<file path="src/rtl/vram_arbiter.sv">
// vram_arbiter: shares one synchronous single-port SRAM between the display
// fetch path (absolute priority) and a CPU/host port. The memory command is
// registered, and 1-cycle-latency read data is steered back to its requester.
// A sticky flag reports CPU starvation.
// Optional feature macro: VRAM_ARB_BLANK_ONLY_EN. When it is defined, the CPU
// is only granted during horizontal or vertical blank (tear-free mode).
module vram_arbiter #(
  parameter int ADDR_W   = 16,
  parameter int DATA_W   = 8,
  parameter int MAX_WAIT = 1023
) (
  input  logic              i_clk,
  input  logic              i_rst_n,
  input  logic              i_hblank,
  input  logic              i_vblank,
  input  logic              i_disp_valid,
  input  logic [ADDR_W-1:0] i_disp_addr,
  output logic              o_disp_ready,
  output logic              o_disp_rvalid,
  output logic [DATA_W-1:0] o_disp_rdata,
  input  logic              i_cpu_valid,
  input  logic              i_cpu_we,
  input  logic [ADDR_W-1:0] i_cpu_addr,
  input  logic [DATA_W-1:0] i_cpu_wdata,
  output logic              o_cpu_ready,
  output logic              o_cpu_rvalid,
  output logic [DATA_W-1:0] o_cpu_rdata,
  output logic              o_cpu_starved,
  input  logic              i_starve_clr,
  output logic              o_mem_en,
  output logic              o_mem_we,
  output logic [ADDR_W-1:0] o_mem_addr,
  output logic [DATA_W-1:0] o_mem_wdata,
  input  logic [DATA_W-1:0] i_mem_rdata
);

  typedef enum logic [1:0] {IDLE, DISP, CPU_RD, CPU_WR} issue_t;

  localparam logic [15:0] WAIT_LIM = 16'(MAX_WAIT);

  issue_t      issue_q, issue_d, owner_q;
  logic        cpu_window;
  logic        in_blank;
  logic        cpu_wait;
  logic [15:0] wait_cnt, wait_nx;

  assign in_blank = i_hblank | i_vblank;

`ifdef VRAM_ARB_BLANK_ONLY_EN
  assign cpu_window = in_blank;
`else
  // Blank inputs have no effect here; OR-ing them in keeps them connected.
  assign cpu_window = 1'b1 | in_blank;
`endif

  assign o_disp_ready = i_disp_valid;
  assign o_cpu_ready  = i_cpu_valid & ~i_disp_valid & cpu_window;

  // Next issue state from this cycle's grant; display always wins.
  always_comb begin
    issue_d = IDLE;
    if (i_disp_valid)     issue_d = DISP;
    else if (o_cpu_ready) issue_d = i_cpu_we ? CPU_WR : CPU_RD;
  end

  // Issue and owner registers: owner trails issue to tag the returning data.
  always_ff @(posedge i_clk or negedge i_rst_n) begin
    if (!i_rst_n) begin
      issue_q <= IDLE;
      owner_q <= IDLE;
    end else begin
      issue_q <= issue_d;
      owner_q <= issue_q;
    end
  end

  // Capture address/wdata from the winner; hold them when nobody is granted.
  always_ff @(posedge i_clk or negedge i_rst_n) begin
    if (!i_rst_n) begin
      o_mem_addr  <= '0;
      o_mem_wdata <= '0;
    end else if (i_disp_valid) begin
      o_mem_addr  <= i_disp_addr;
    end else if (o_cpu_ready) begin
      o_mem_addr  <= i_cpu_addr;
      o_mem_wdata <= i_cpu_wdata;
    end
  end

  assign o_mem_en = (issue_q != IDLE);
  assign o_mem_we = (issue_q == CPU_WR);

  assign o_disp_rvalid = (owner_q == DISP);
  assign o_cpu_rvalid  = (owner_q == CPU_RD);
  assign o_disp_rdata  = i_mem_rdata;
  assign o_cpu_rdata   = i_mem_rdata;

  assign cpu_wait = i_cpu_valid & ~o_cpu_ready;
  assign wait_nx  = (wait_cnt == 16'hFFFF) ? wait_cnt : wait_cnt + 16'd1;

  // Saturating wait counter; any transfer or dropped request restarts it.
  always_ff @(posedge i_clk or negedge i_rst_n) begin
    if (!i_rst_n)      wait_cnt <= '0;
    else if (cpu_wait) wait_cnt <= wait_nx;
    else               wait_cnt <= '0;
  end

  // Sticky starvation flag; a set in the same cycle as a clear takes priority.
  always_ff @(posedge i_clk or negedge i_rst_n) begin
    if (!i_rst_n)                             o_cpu_starved <= 1'b0;
    else if (cpu_wait && wait_nx >= WAIT_LIM) o_cpu_starved <= 1'b1;
    else if (i_starve_clr)                    o_cpu_starved <= 1'b0;
  end

endmodule

</file>
<file path="config.mk">
export PLATFORM = sky130hd
export DESIGN_NAME = vram_arbiter
export DESIGN_NICKNAME = d
export VERILOG_FILES = /design/src/rtl/vram_arbiter.sv
export SDC_FILE = /design/constraint.sdc
export NUM_CORES = 1
export LEC_CHECK = 0
export BUFFER_PORTS_ARGS = -buffer_cell sky130_fd_sc_hd__buf_2
export CAP_MARGIN = 20
export CORE_MARGIN = 1.5
export CORE_UTILIZATION = 43
export DETAILED_ROUTE_END_ITERATION = 8
export PLACE_DENSITY = 0.87
export SLEW_MARGIN = 20
export SYNTH_ARGS = -nofsm -noshare
export SYNTH_HDL_FRONTEND = slang
export SYNTH_SLANG_ARGS = --single-unit
</file>
<file path="constraint.sdc">
create_clock -name i_clk -period 1.9 [get_ports i_clk]
set_clock_uncertainty 0.2 [all_clocks]
set_input_delay 0.19 -clock i_clk [delete_from_list [all_inputs] [get_ports i_clk]]
set_output_delay 0.19 -clock i_clk [all_outputs]
set_load 0.005 [all_outputs]
</file>
* Yosys cells after proc, flatten, opt, wreduce, memory -nomap -nowiden
Index checks and enable logic that the tools add are counted.
** Storage, ports and cells
- Bits in registers :: 45
- Input port bits :: 56
- Output and inout port bits :: 47
- Word-level logic and storage cells :: 30
** Operators by class
- Add/sub/neg operators :: 1
- $lt $le $gt $ge :: 1
- Eq/ne operators :: 4
- Muxes and demuxes :: 9
- Bitwise gates (word level) :: 4
- Reductions and logical operators :: 5
** Operator list (number)
- $mux 16 :: 4
- $add 16x1->16 const B :: 1
- $eq 16x16->1 const B :: 1
- $ge 16x10->1 const B :: 1
- $reduce_bool 2->1 :: 3
- $eq 2x2->1 const B :: 2
- $mux 2 :: 2
- $mux 1 :: 3
- $and 1x1->1 :: 2
- $eq 2x1->1 const B :: 1
- $not 1->1 :: 2
- $reduce_and 2->1 :: 1
- $logic_and 1x1->1 :: 1

* Longest topological paths before layout
- Word-level depth :: 6
- Mapped depth :: 7
- Mapped depth without buffers :: 6

* Worst setup path before layout
Ideal clock, no wire load.
- Path kind :: register to register
- Start :: reg wait_cnt[0]
- End :: reg wait_cnt[5]
- Data arrival time :: 1707 ps
- Required time :: 1568 ps
- Path slack :: -139 ps
- Stages on the path, launching flop included :: 8
- Buffers on the path :: 1
- Period minus slack after synthesis :: 2039 ps
- Path through :: dfrtp_1 > ha_1 > nand3_1 > or4_4 > buf_6 > nand3_1 > xor2_1 > nor2_1
** Between the ends
- Cells in the longest elaborated chain, start to end :: 3
** Ends and longest elaborated chain
- from (decl) :: line 45 : logic [15:0] wait_cnt, wait_nx;
- from (signal assigned) :: line 104 : else if (cpu_wait) wait_cnt <= wait_nx;
- $add 16x1->16 or $eq 16x16->1 (tied branches) :: line 99 : assign wait_nx = (wait_cnt == 16'hFFFF) ? wait_cnt : wait_cnt + 16'd1;
- $mux 16 (*) :: line 99
- $mux 16 (*) :: line 104
Mark *: on every way between the ends. The rest lies on a longest branch, timed or not.
A chain may end at the register's enable or synchronous reset.

* Worst setup path in the final report
- Start :: reg wait_cnt[1]
- End :: reg wait_cnt[9]
Same word-level chain as after synthesis.

==> run_results.csv <==
group,metric,value,unit
status,status,"finished with violations",
status,violations,"hold timing, setup timing",
critical_path,cp_top_family,"simple AND/OR/NAND/NOR gates",
final_layout,final_cell_area,3530,µm²
grt,grt_max_degree,32,
sta,setup_violations,12,
power_and_ir_drop,powerDensity,616,nW/µm²
final_layout,antenna_cells,0,
synthesis,synth_top_area_share,45.6,%
grt,grt_pass1_wl,12100,µm
route,met1Wirelength,2710,µm
place,routabilityCongestion,0.928,
flow_run,cap_violations,0,
route,met3_length,562,µm
synthesis,synth.area.top_cells,"dfrtp_1, mux2i_1, buf_4",
critical_path,cp_cell_sequence,"ha_4 > nand3_2 > or4_4 > nand4_1 > xor2_1 > nor2_1",
sta,finalWorstSetupSlack,-0.130,ns
power_and_ir_drop,p_leak,0.00168,µW
floorplan,ios,103,
final_layout,final_core_util,64.2,%
grt,antenna_found_initial,0,
synthesis,synthCells,236,
floorplan,core,5510,µm²
route,dr.pass1.iters,5,
synthesis,synth_edf_count,0,
route,top_layer,"met4",
sta,worst_pin_slew,0.442,ns
critical_path,cp_data_arrival_time,2.02,ns
cts,cts_root_buf,"clkbuf_8",
critical_path,critPathKind,"flip-flop to flip-flop",
power_and_ir_drop,ir_worst_vdd,0.927,mV
sta,maxSlewHeadroom,70.5,%
route,finalWirelength,8020,µm
cts,cts_tree,"yes",
final_layout,final_cell_mix,"buf_2, dfrtp_1, dlygate4sd3_1",
place,pre_cts_ws,-0.0591,ns
cts,clk_pin_slew,0.09,ns
critical_path,cp_max_fo,6,
cts,cts_sinks,45,
final_layout,layout_commonest_cell,"buf_2",
cts,clk_latency,0.31,ns
sta,period_needed,2.03,ns
floorplan,dieArea,6200,µm²
sta,period_share,107,%
floorplan,start_util,44.8,%
route,postRouteAntennaNets,0,
worst_hold_path,hold_class,"input port to flip-flop",
synthesis,syn_area,2470,µm²
floorplan,dieHeight,78.8,µm
place,dp_cells,377,
critical_path,crit_required,1.89,ns
synthesis,avgSynthCellArea,10.5,µm²
synthesis,yosysTopAreaCell,"dfrtp_1",
synthesis,seq_area_frac_synth,45.6,%
critical_path,cpPeakStageDelay,0.56,ns
route,via_per_inst,5.63,
grt,grt.overflow.total,0,
final_layout,syn_to_final_growth,43.1,%
critical_path,startpoint_type,"flip-flop",
route,met2_length,4350,µm
sta,slew_viol_final,0,
route,dr.first_iter.drc_count,216,
synthesis,ys_types,47,
floorplan,num_rows,27,
synthesis,yosysWarnings,0,
cts,cts_buffers,5,
sta,hold_violations,1,
sta,hold_ws,-0.00644,ns
grt,grt_pass1_vias,2545,
cts,clk_path_buf_depth,2,
critical_path,cp-end-kind,"flip-flop",
place,dp.final_hpwl,4100,µm
place,port_buffers,76,
critical_path,cpMaxStageDelayCell,"or4_4",
place,placed_cell_area,2880,µm²
route,num_vias,2436,
route,drc,0,
sta,max_freq,0.493,GHz
synthesis,ys_ff_latch,45,
sta,rsz0062_at_grt,"yes",
final_layout,final_cells,433,
critical_path,path_buf_inv,0,
floorplan,die_w,78.8,µm
cts,cts-htree-levels,2,
synthesis,synthFlopType,"dfrtp_1",
route,wire_per_inst,18.5,µm
grt,grt_usage,25.6,%
final_layout,fin_nets,417,
final_layout,drive_gt1_share,42.1,%
synthesis,synth_nets,293,
synthesis,synthArstFlopShare,100,%
power_and_ir_drop,finalPower,2180,µW
==> registers in the layout (all words and copies together) (netlist names) <==
register and cells:
issue_q 2, o_cpu_starved 1, o_mem_addr 16, o_mem_wdata 8, owner_q 2, wait_cnt 16
==> metrics by stage <==
stage,hold slack (ns),TNS [ns]
after CTS,0.00141,-0.0431
final,-0.00644,-0.914
after global routing,0.0324,-1.52
after global placement,-0.0508,0
after detailed placement,-0.0425,-0.126
after floorplan,-0.306,-0.00256
==> Yosys cell counts, types with 5 or more instances <==
cell and n:
dfrtp_1 45, nand2_1 24, o21ai_0 20, buf_4 19, mux2i_1 19, nor2_1 15
mux2_2 9, nand4_1 9, xor2_1 7, clkbuf_1 6, nand3_1 6, nor3_1 5
==> where the power goes <==
| part | total (µW) | internal, µW | switching (µW) |
|---|---|---|---|
| clock | 744 | 395 | 349 |
| combinational | 371 | 207 | 164 |
| sequential | 1060 | 1020 | 39.4 |
| total | 2180 | 1620 | 552 |
==> layer usage <==
metal / vias to the layer above / GRT usage [%]
met1: 1173 / 27.2
li1: 1060 / -
met3: 49 / 5.52
met4: 0 / 14.5
met5: - / 0
met2: 154 / 46.5
==> worst register-to-register path, delay by kind of cell, from the launching register on <==
| family | cells | cell delay (ns) |
|---|---|---|
| AND/OR/NAND/NOR | 4 | 0.92 |
| flip-flops | 1 | 0.42 |
| adder cells (fa/ha/maj) | 1 | 0.20 |
| XOR/XNOR | 1 | 0.17 |
==> path summary, 6_finish.rpt <==
kind	start	to	slack, ns	cells past startpoint
max	wait_cnt[1]$_DFF_PN0_	wait_cnt[9]$_DFF_PN0_	-0.13	6
min	i_cpu_addr[10]	o_mem_addr[10]$_DFFE_PN0P_	-0.006	3
max reg2reg	wait_cnt[1]$_DFF_PN0_	wait_cnt[9]$_DFF_PN0_	-0.13	6
min reg2reg	issue_q[0]$_DFF_PN0_	owner_q[0]$_DFF_PN0_	0.20	0
max in group asynchronous	i_rst_n	wait_cnt[0]$_DFF_PN0_	0.83	3
min in group asynchronous	i_rst_n	o_mem_addr[7]$_DFFE_PN0P_	0.16	2
==> area by class of cell <==
class                      count  area (µm²)
tap                           72        90.1
clock buffer                   6        72.6
fill                         373        1970
inverter                       4        15.0
timing repair buffer         151        1060
clock inverter                 2        38.8
sequential                    45        1130
multi-input combinational    153        1120
==> cells by family after synthesis <==
logic type / after synthesis / synth area share, %
xor gates and xnor gates: 10 / 3.55
adders and majority gates: 1 / 0.507
DFF: 45 / 45.6
and+or+nand+nor: 76 / 16.2
muxes: 28 / 11.8
AOI/OAI and AO/OA: 37 / 9.48
buffers and inverters: 39 / 12.9
==> timing repair <==
action,in CTS,in global routing
setup buffers,2,6
pin swaps,4,12
hold buffers,39,0
gates resized for setup,5,16
endpoints found under the hold margin,71,0
setup endpoints to repair,3,20
cloned,1,0
Note: power is estimated with default switching activity, not from simulation.
